==> config.mk <==
export PLATFORM = sky130hd
export DESIGN_NAME = program_memory_unit
export DESIGN_NICKNAME = d
export VERILOG_FILES = /design/src/rtl/program_memory_unit.sv
export SDC_FILE = /design/constraint.sdc
export NUM_CORES = 2
export LEC_CHECK = 0
export ABC_AREA = 1
export CAP_MARGIN = 20
export CORE_MARGIN = 10
export CORE_UTILIZATION = 35
export CTS_CLUSTER_SIZE = 16
export DETAILED_ROUTE_END_ITERATION = 8
export PLACE_DENSITY_LB_ADDON = 0.1
export SLEW_MARGIN = 20
export SYNTH_ARGS = -nofsm -noshare
export SYNTH_HDL_FRONTEND = slang
export SYNTH_SLANG_ARGS = --single-unit
==> constraint.sdc <==
create_clock -name clock -period 25 [get_ports clock]
set_clock_uncertainty 0.05 [all_clocks]
set_input_delay 5 -clock clock [delete_from_list [all_inputs] [get_ports clock]]
set_output_delay 5 -clock clock [all_outputs]
set_load 0.1 [all_outputs]
==> src/rtl/program_memory_unit.sv <==
// rtl/program_memory_unit.sv - program/data memory with host loader, load/run FSM and run statistics
// Combinational read, synchronous write; the host streams a program in, then the core is released.

module program_memory_unit #(
  parameter int DATA_W = 16,
  parameter int ADDR_W = 5,
  parameter int DEPTH  = 32
) (
  input  logic              clock,
  input  logic              reset,
  input  logic              load_start,
  input  logic              load_valid,
  input  logic [DATA_W-1:0] load_data,
  input  logic              load_last,
  output logic              load_ready,
  input  logic              host_halt,
  input  logic [ADDR_W-1:0] mem_addr,
  input  logic              mem_write,
  input  logic [DATA_W-1:0] mem_write_data,
  output logic [DATA_W-1:0] mem_read_data,
  output logic              start_execution,
  output logic [ADDR_W:0]   loaded_words,
  output logic [15:0]       cycle_count,
  output logic              write_err
);

  typedef enum logic [1:0] {
    IDLE = 2'd0,
    LOAD = 2'd1,
    ARM  = 2'd2,
    RUN  = 2'd3
  } state_t;

  localparam logic [ADDR_W-1:0] LAST_ADDR = ADDR_W'(DEPTH - 1);
  localparam logic [ADDR_W-1:0] PTR_ONE   = ADDR_W'(1);
  localparam logic [ADDR_W:0]   WORD_ONE  = (ADDR_W + 1)'(1);

  state_t            state;
  state_t            next_state;
  logic [DATA_W-1:0] mem [DEPTH];
  logic [ADDR_W-1:0] pointer;
  logic              load_we;
  logic              core_we;
  logic              at_end;
  logic              load_accept;

  assign load_ready    = (state == LOAD);
  // Halt wins over a simultaneous beat: that word is dropped, not written.
  assign load_we       = load_valid && load_ready && !host_halt;
  assign core_we       = (state == RUN) && mem_write;
  assign at_end        = (pointer == LAST_ADDR);
  assign load_accept   = (state == IDLE) && load_start;
  assign mem_read_data = mem[mem_addr];

  always_comb begin
    next_state = state;
    case (state)
      IDLE: if (load_start) next_state = LOAD;
      LOAD: begin
        if (host_halt) begin
          next_state = IDLE;
        end else if (load_we && (load_last || at_end)) begin
          next_state = ARM;
        end
      end
      ARM:  next_state = RUN;
      RUN:  if (host_halt) next_state = IDLE;
      default: next_state = IDLE;
    endcase
  end

  always_ff @(posedge clock or posedge reset) begin
    if (reset) begin
      state           <= IDLE;
      start_execution <= 1'b0;
      pointer         <= '0;
      loaded_words    <= '0;
      cycle_count     <= '0;
      write_err       <= 1'b0;
    end else begin
      state           <= next_state;
      // Registered so the core enable rises the cycle after ARM and falls the cycle after halt.
      start_execution <= (next_state == RUN);

      if (load_accept) begin
        pointer      <= '0;
        loaded_words <= '0;
      end else if (load_we) begin
        pointer      <= at_end ? pointer : pointer + PTR_ONE;
        loaded_words <= loaded_words + WORD_ONE;
      end

      if (state == ARM) begin
        cycle_count <= '0;
      end else if ((state == RUN) && (cycle_count != 16'hFFFF)) begin
        cycle_count <= cycle_count + 16'd1;
      end

      if (mem_write && (state != RUN)) begin
        write_err <= 1'b1;
      end else if (load_accept) begin
        write_err <= 1'b0;
      end
    end
  end

  // Loader and core never write together: the loader only writes in LOAD, the core only in RUN.
  always_ff @(posedge clock or posedge reset) begin
    if (reset) begin
      for (int i = 0; i < DEPTH; i++) begin
        mem[i] <= '0;
      end
    end else if (load_we) begin
      mem[pointer] <= load_data;
    end else if (core_we) begin
      mem[mem_addr] <= mem_write_data;
    end
  end

endmodule

* Word level (Yosys, flattened, before mapping) *
Index checks and enable logic that the tools add are counted.

storage, ports and cells
  output and inout port bits = 41
  word-level logic and storage cells = 97
  bits in read-only memories = 0
  latch bits = 0
  memories kept = 0
  register bits = 543
  RAM bits = 0

cells by class
  div/mod/pow operators = 0
  equality and inequality tests = 8
  shifts and indexed selects = 0
  mux-type cells = 25
  bitwise logic cells = 2
  add/sub/neg operators = 3
  $lt $le $gt $ge = 4
  $mul = 0
  reductions and logical operators = 17

operator list
  cell                     number
  $bwmux W512              2
  $mux W512                2
  $demux W16 S5            2
  $mux W16                 6
  $bmux W16 S5             1
  $add A16 B1 Y16 const B  1
  $ne A16 B16 Y1 const B   1
  $mux W5                  3
  $ge A6 B6 Y1 const B     2
  $lt A6 B1 Y1 const B     2
  $mux W6                  2
  $not A5 Y6               2
  $logic_and A1 B1 Y1      9
  $mux W2                  4
  $pmux W2 S4              1
  $reduce_bool A2 Y1       4
  $add A6 B1 Y6 const B    1
  $eq A2 B2 Y1 const B     3
  $add A5 B1 Y5 const B    1
  $eq A5 B5 Y1 const B     1
  $eq A2 B1 Y1 const B     1
  $logic_not A2 Y1         1
  $mux W1                  2
  $ne A2 B1 Y1 const B     1
  other kinds (4)          4

* Depth between registers and ports, before layout *
  depth after elaboration = 8
  gate-level depth with buffers = 12
  gate-level depth less buffers = 10

* Least setup slack after synthesis *
OpenSTA, ideal clock, no wires.

  path kind = input-to-output
  start = input mem_addr[0]
  end = output mem_read_data[7]
  data arrival time = 6.765 ns
  path slack = 13.185 ns
  data required time = 19.950 ns
  stages on the path = 12
  buffers on the path = 3
  cells stage by stage = inv_2 -> buf_4 -> nand2_2 -> buf_4 -> inv_2 -> clkbuf_1 -> nand2_1 -> nand3_1 -> nand2_1 -> nand2_1 -> nor2_1 -> nand2_1

on the way
  cells in the longest elaborated chain, start to end = 4

RTL lines
  item                                         RTL line  RTL
  start, declared                              17        input logic [ADDR_W-1:0] mem_addr,
  $not A5 Y6 (implied by the code)             53        assign mem_read_data = mem[mem_addr];
  $bmux W16 S5                                 53
  $mux W16 (implied by the code) (2 in a row)  53
  end, declared                                20        output logic [DATA_W-1:0] mem_read_data,

Every way passes these cells. The select of a mux whose other input is x is not followed.

* Final worst setup path *
  start = input mem_addr[1]
  end = output mem_read_data[11]

Same word-level chain as after synthesis.

==> flow_summary.ini <==
[timing]
setup_tns_ns = 0
setup_viol = 0
hold_viol_final = 0
worst_slew_pin_slew_ns = 1.12
finalMaxSlewViolations = 0
period_needed_ns = 14.90
max_clock_freq_mhz = 67.1
slew_headroom = 0.249
rsz0062_at_grt = no
whs_ns = 0.420
fin_crit_sh = 0.596

[worst_setup_path]
crit_fanout = 54
timing.critical_path.buf_inv = 5
path_class = primary input to output port
cpPeakStageDelay_ns = 1.19
worstPathCellList = buf_4 -> inv_2 -> buf_4 -> nand2_2 -> inv_2 -> nand2_1 -> nand3_1 -> nand2_1 -> nand2_1 -> nor2_1 -> nand2_1 -> clkdlybuf4s50_1
path_common_cell = nand2_1
cp-start-kind = primary input
worstPathRequired_ns = 19.95
cpMaxStageDelayCell = clkdlybuf4s50_1
crit_path_end_kind = output port
critPathTopFamily = buffers and inverters
worstPathArrival_ns = 9.85

[place]
portBuffers = 84
dp_hpwl_um = 95500
place_congestion = 0.958

[die]
die_area_mm2 = 0.107
std_cell_rows = 112
die_h_um = 327
core_mm2 = 0.0933
ioPinCount = 85
chipWidth_um = 327
initial_utilization = 0.353

[clocking]
cts_setup_buffers = 0
post_cts_resized = 0
cts_tree = done
clkSinkCount = 543
postCtsHoldBufs = 0
clk_latency_ns = 0.64
clockRootBuffer = clkbuf_16
htreeDepth = 3
cts_buffers = 71
clk_pin_slew_ns = 0.05
cts_buffer_depth = 3

[global_routing]
grt_pass1_wl_um = 224000
grt.overflow.total = 0
grt_antenna_before_repair = 6
grt_usage = 0.277
grt_pass1_vias = 31300
grt_max_degree = 149

[yosys]
synth-simple-area-share = 0.398
synth_edf_count = 0
ys_ff_latch = 543
synth_compound_area_frac = 0.111
synth_ff_type = dfrtp_1
synth_cell_types = 35
synth_area_mm2 = 0.0329
synth_area_leaders = dfrtp_1, nand2_1, o21ai_0
yosysSeqAreaShare = 0.413
synth_common_cells = nand2_1, o21ai_0, dfrtp_1
yosysTopAreaCell = dfrtp_1
syn_nets = 5187
syn_inst = 5136
async_flop_share = 1.00
yosysMostFrequentCell = nand2_1
synth_top_area_frac = 0.413
synth-adder-area-share = 0.00266
synth_xor_area_frac = 0.000266
yosys_warnings = 0
synthMuxAreaShare = 0
synth_area_per_cell_um2 = 6.41
synth_top_family_by_area = simple AND/OR/NAND/NOR gates

[layout]
nNetsFinal = 5072
post-route-util = 0.393
area_delta_synth_final_pct = 11.3
drive_above_1_share = 0.0598

[drt]
routed_wl_um = 152000
drtAntennaViolNets = 0
avgViaCountPerCell = 5.40
drtPass1Iterations = 6
drt_iter0_drc = 3994
avgRoutedWirePerCell_um = 24.1
num_vias = 34200
drc_errors = 0

[pwr]
p_per_area_mw_per_mm2 = 73.5
leakagePower_nw = 18.4
power_mw = 2.70
peakVddDrop_uv = 75.0

[job]
cap_violations = 0

[run_status]
status = finished, final reports clean

[worst_hold_path]
hold_class = register to register
-- cells in the final DEF, fill, tap and decap left out, types with 32 or more instances in the layout --
master and instances:
nand3_1 215, clkdlybuf4s50_1 82, nor2_1 92, o21ai_1 60, clkbuf_16 76, buf_4 69, nand2_1 2886, dfrtp_1 543
o21ai_0 602, inv_1 196, o22ai_1 32
-- cells by family (layout without fill, tap and decap cells) --
family / count (synthesis) / after routing
buf+inv: 572 / 506
flops: 543 / 543
fa+ha+maj: 7 / 7
simple gates: 3300 / 3300
xor+xnor: 1 / 1
other cells: 0 / 2
compound gates: 713 / 713
-- report_power, final --
part           switching (mW)  internal [mW]
clock                   0.426          0.595
sequential             0.0584          0.978
combinational           0.510          0.129
-- through the flow --
step | instances | cell area, µm² | worst slack, ns
2_1_floorplan | 5136 | 32900 | 4.77
3_3_place_gp | 6202 | 34400 | 10.28
3_5_place_dp | 6202 | 34400 | 10.25
4_1_cts | 6324 | 36600 | 10.23
5_1_grt | 6324 | 36700 | 9.94
6_report | 6326 | 36700 | 10.10
-- worst register-to-register path, stage by stage, from the launching register on --
cell and delay (ns):
dfrtp_1 0.40, ha_1 0.65, inv_1 0.32, nor2_1 0.40
inv_1 0.38, o21ai_2 0.81, inv_2 0.33, nand2_1 0.14
nand2_1 0.06
-- flip-flops by register name (all words and copies together), names as in the netlist --
register	cells
cycle_count	16
loaded_words	6
mem	512
pointer	5
start_execution	1
state	2
write_err	1
-- per-layer routing --
metal	part of all wire	vias to the layer above	GRT usage	wire [µm]
met3	0.095	315	0.0623	14500
met4	0.039	4	0.102	5950
met1	0.44	16400	0.389	66700
li1	-	15800	-	-
met2	0.43	1655	0.412	65100
met5	0.00016	-	0	25
-- final timing paths --
| path | from | end | slack (ns) | depth (start not counted) |
|---|---|---|---|---|
| max | mem_addr[1] | mem_read_data[11] | 10.10 | 12 |
| min | mem[170] | mem[170] | 0.42 | 2 |
| max reg2reg | pointer[1] | mem[140] | 21.34 | 8 |
| min reg2reg | mem[170] | mem[170] | 0.42 | 2 |
| max in group asynchronous | reset | mem[109] | 17.92 | 4 |
| min in group asynchronous | reset | mem[478] | 4.80 | 2 |
-- final cells by class --
type | instances | area (µm²)
clock buffer | 114 | 2140
antenna | 2 | 5.00
inverter | 230 | 876
multi-input combinational | 4021 | 17000
fill | 10100 | 56700
sequential | 543 | 13600
tap | 1254 | 1570
timing repair buffer | 154 | 1380
clock inverter | 8 | 82.6
Note: power is estimated with default switching activity, not from simulation.
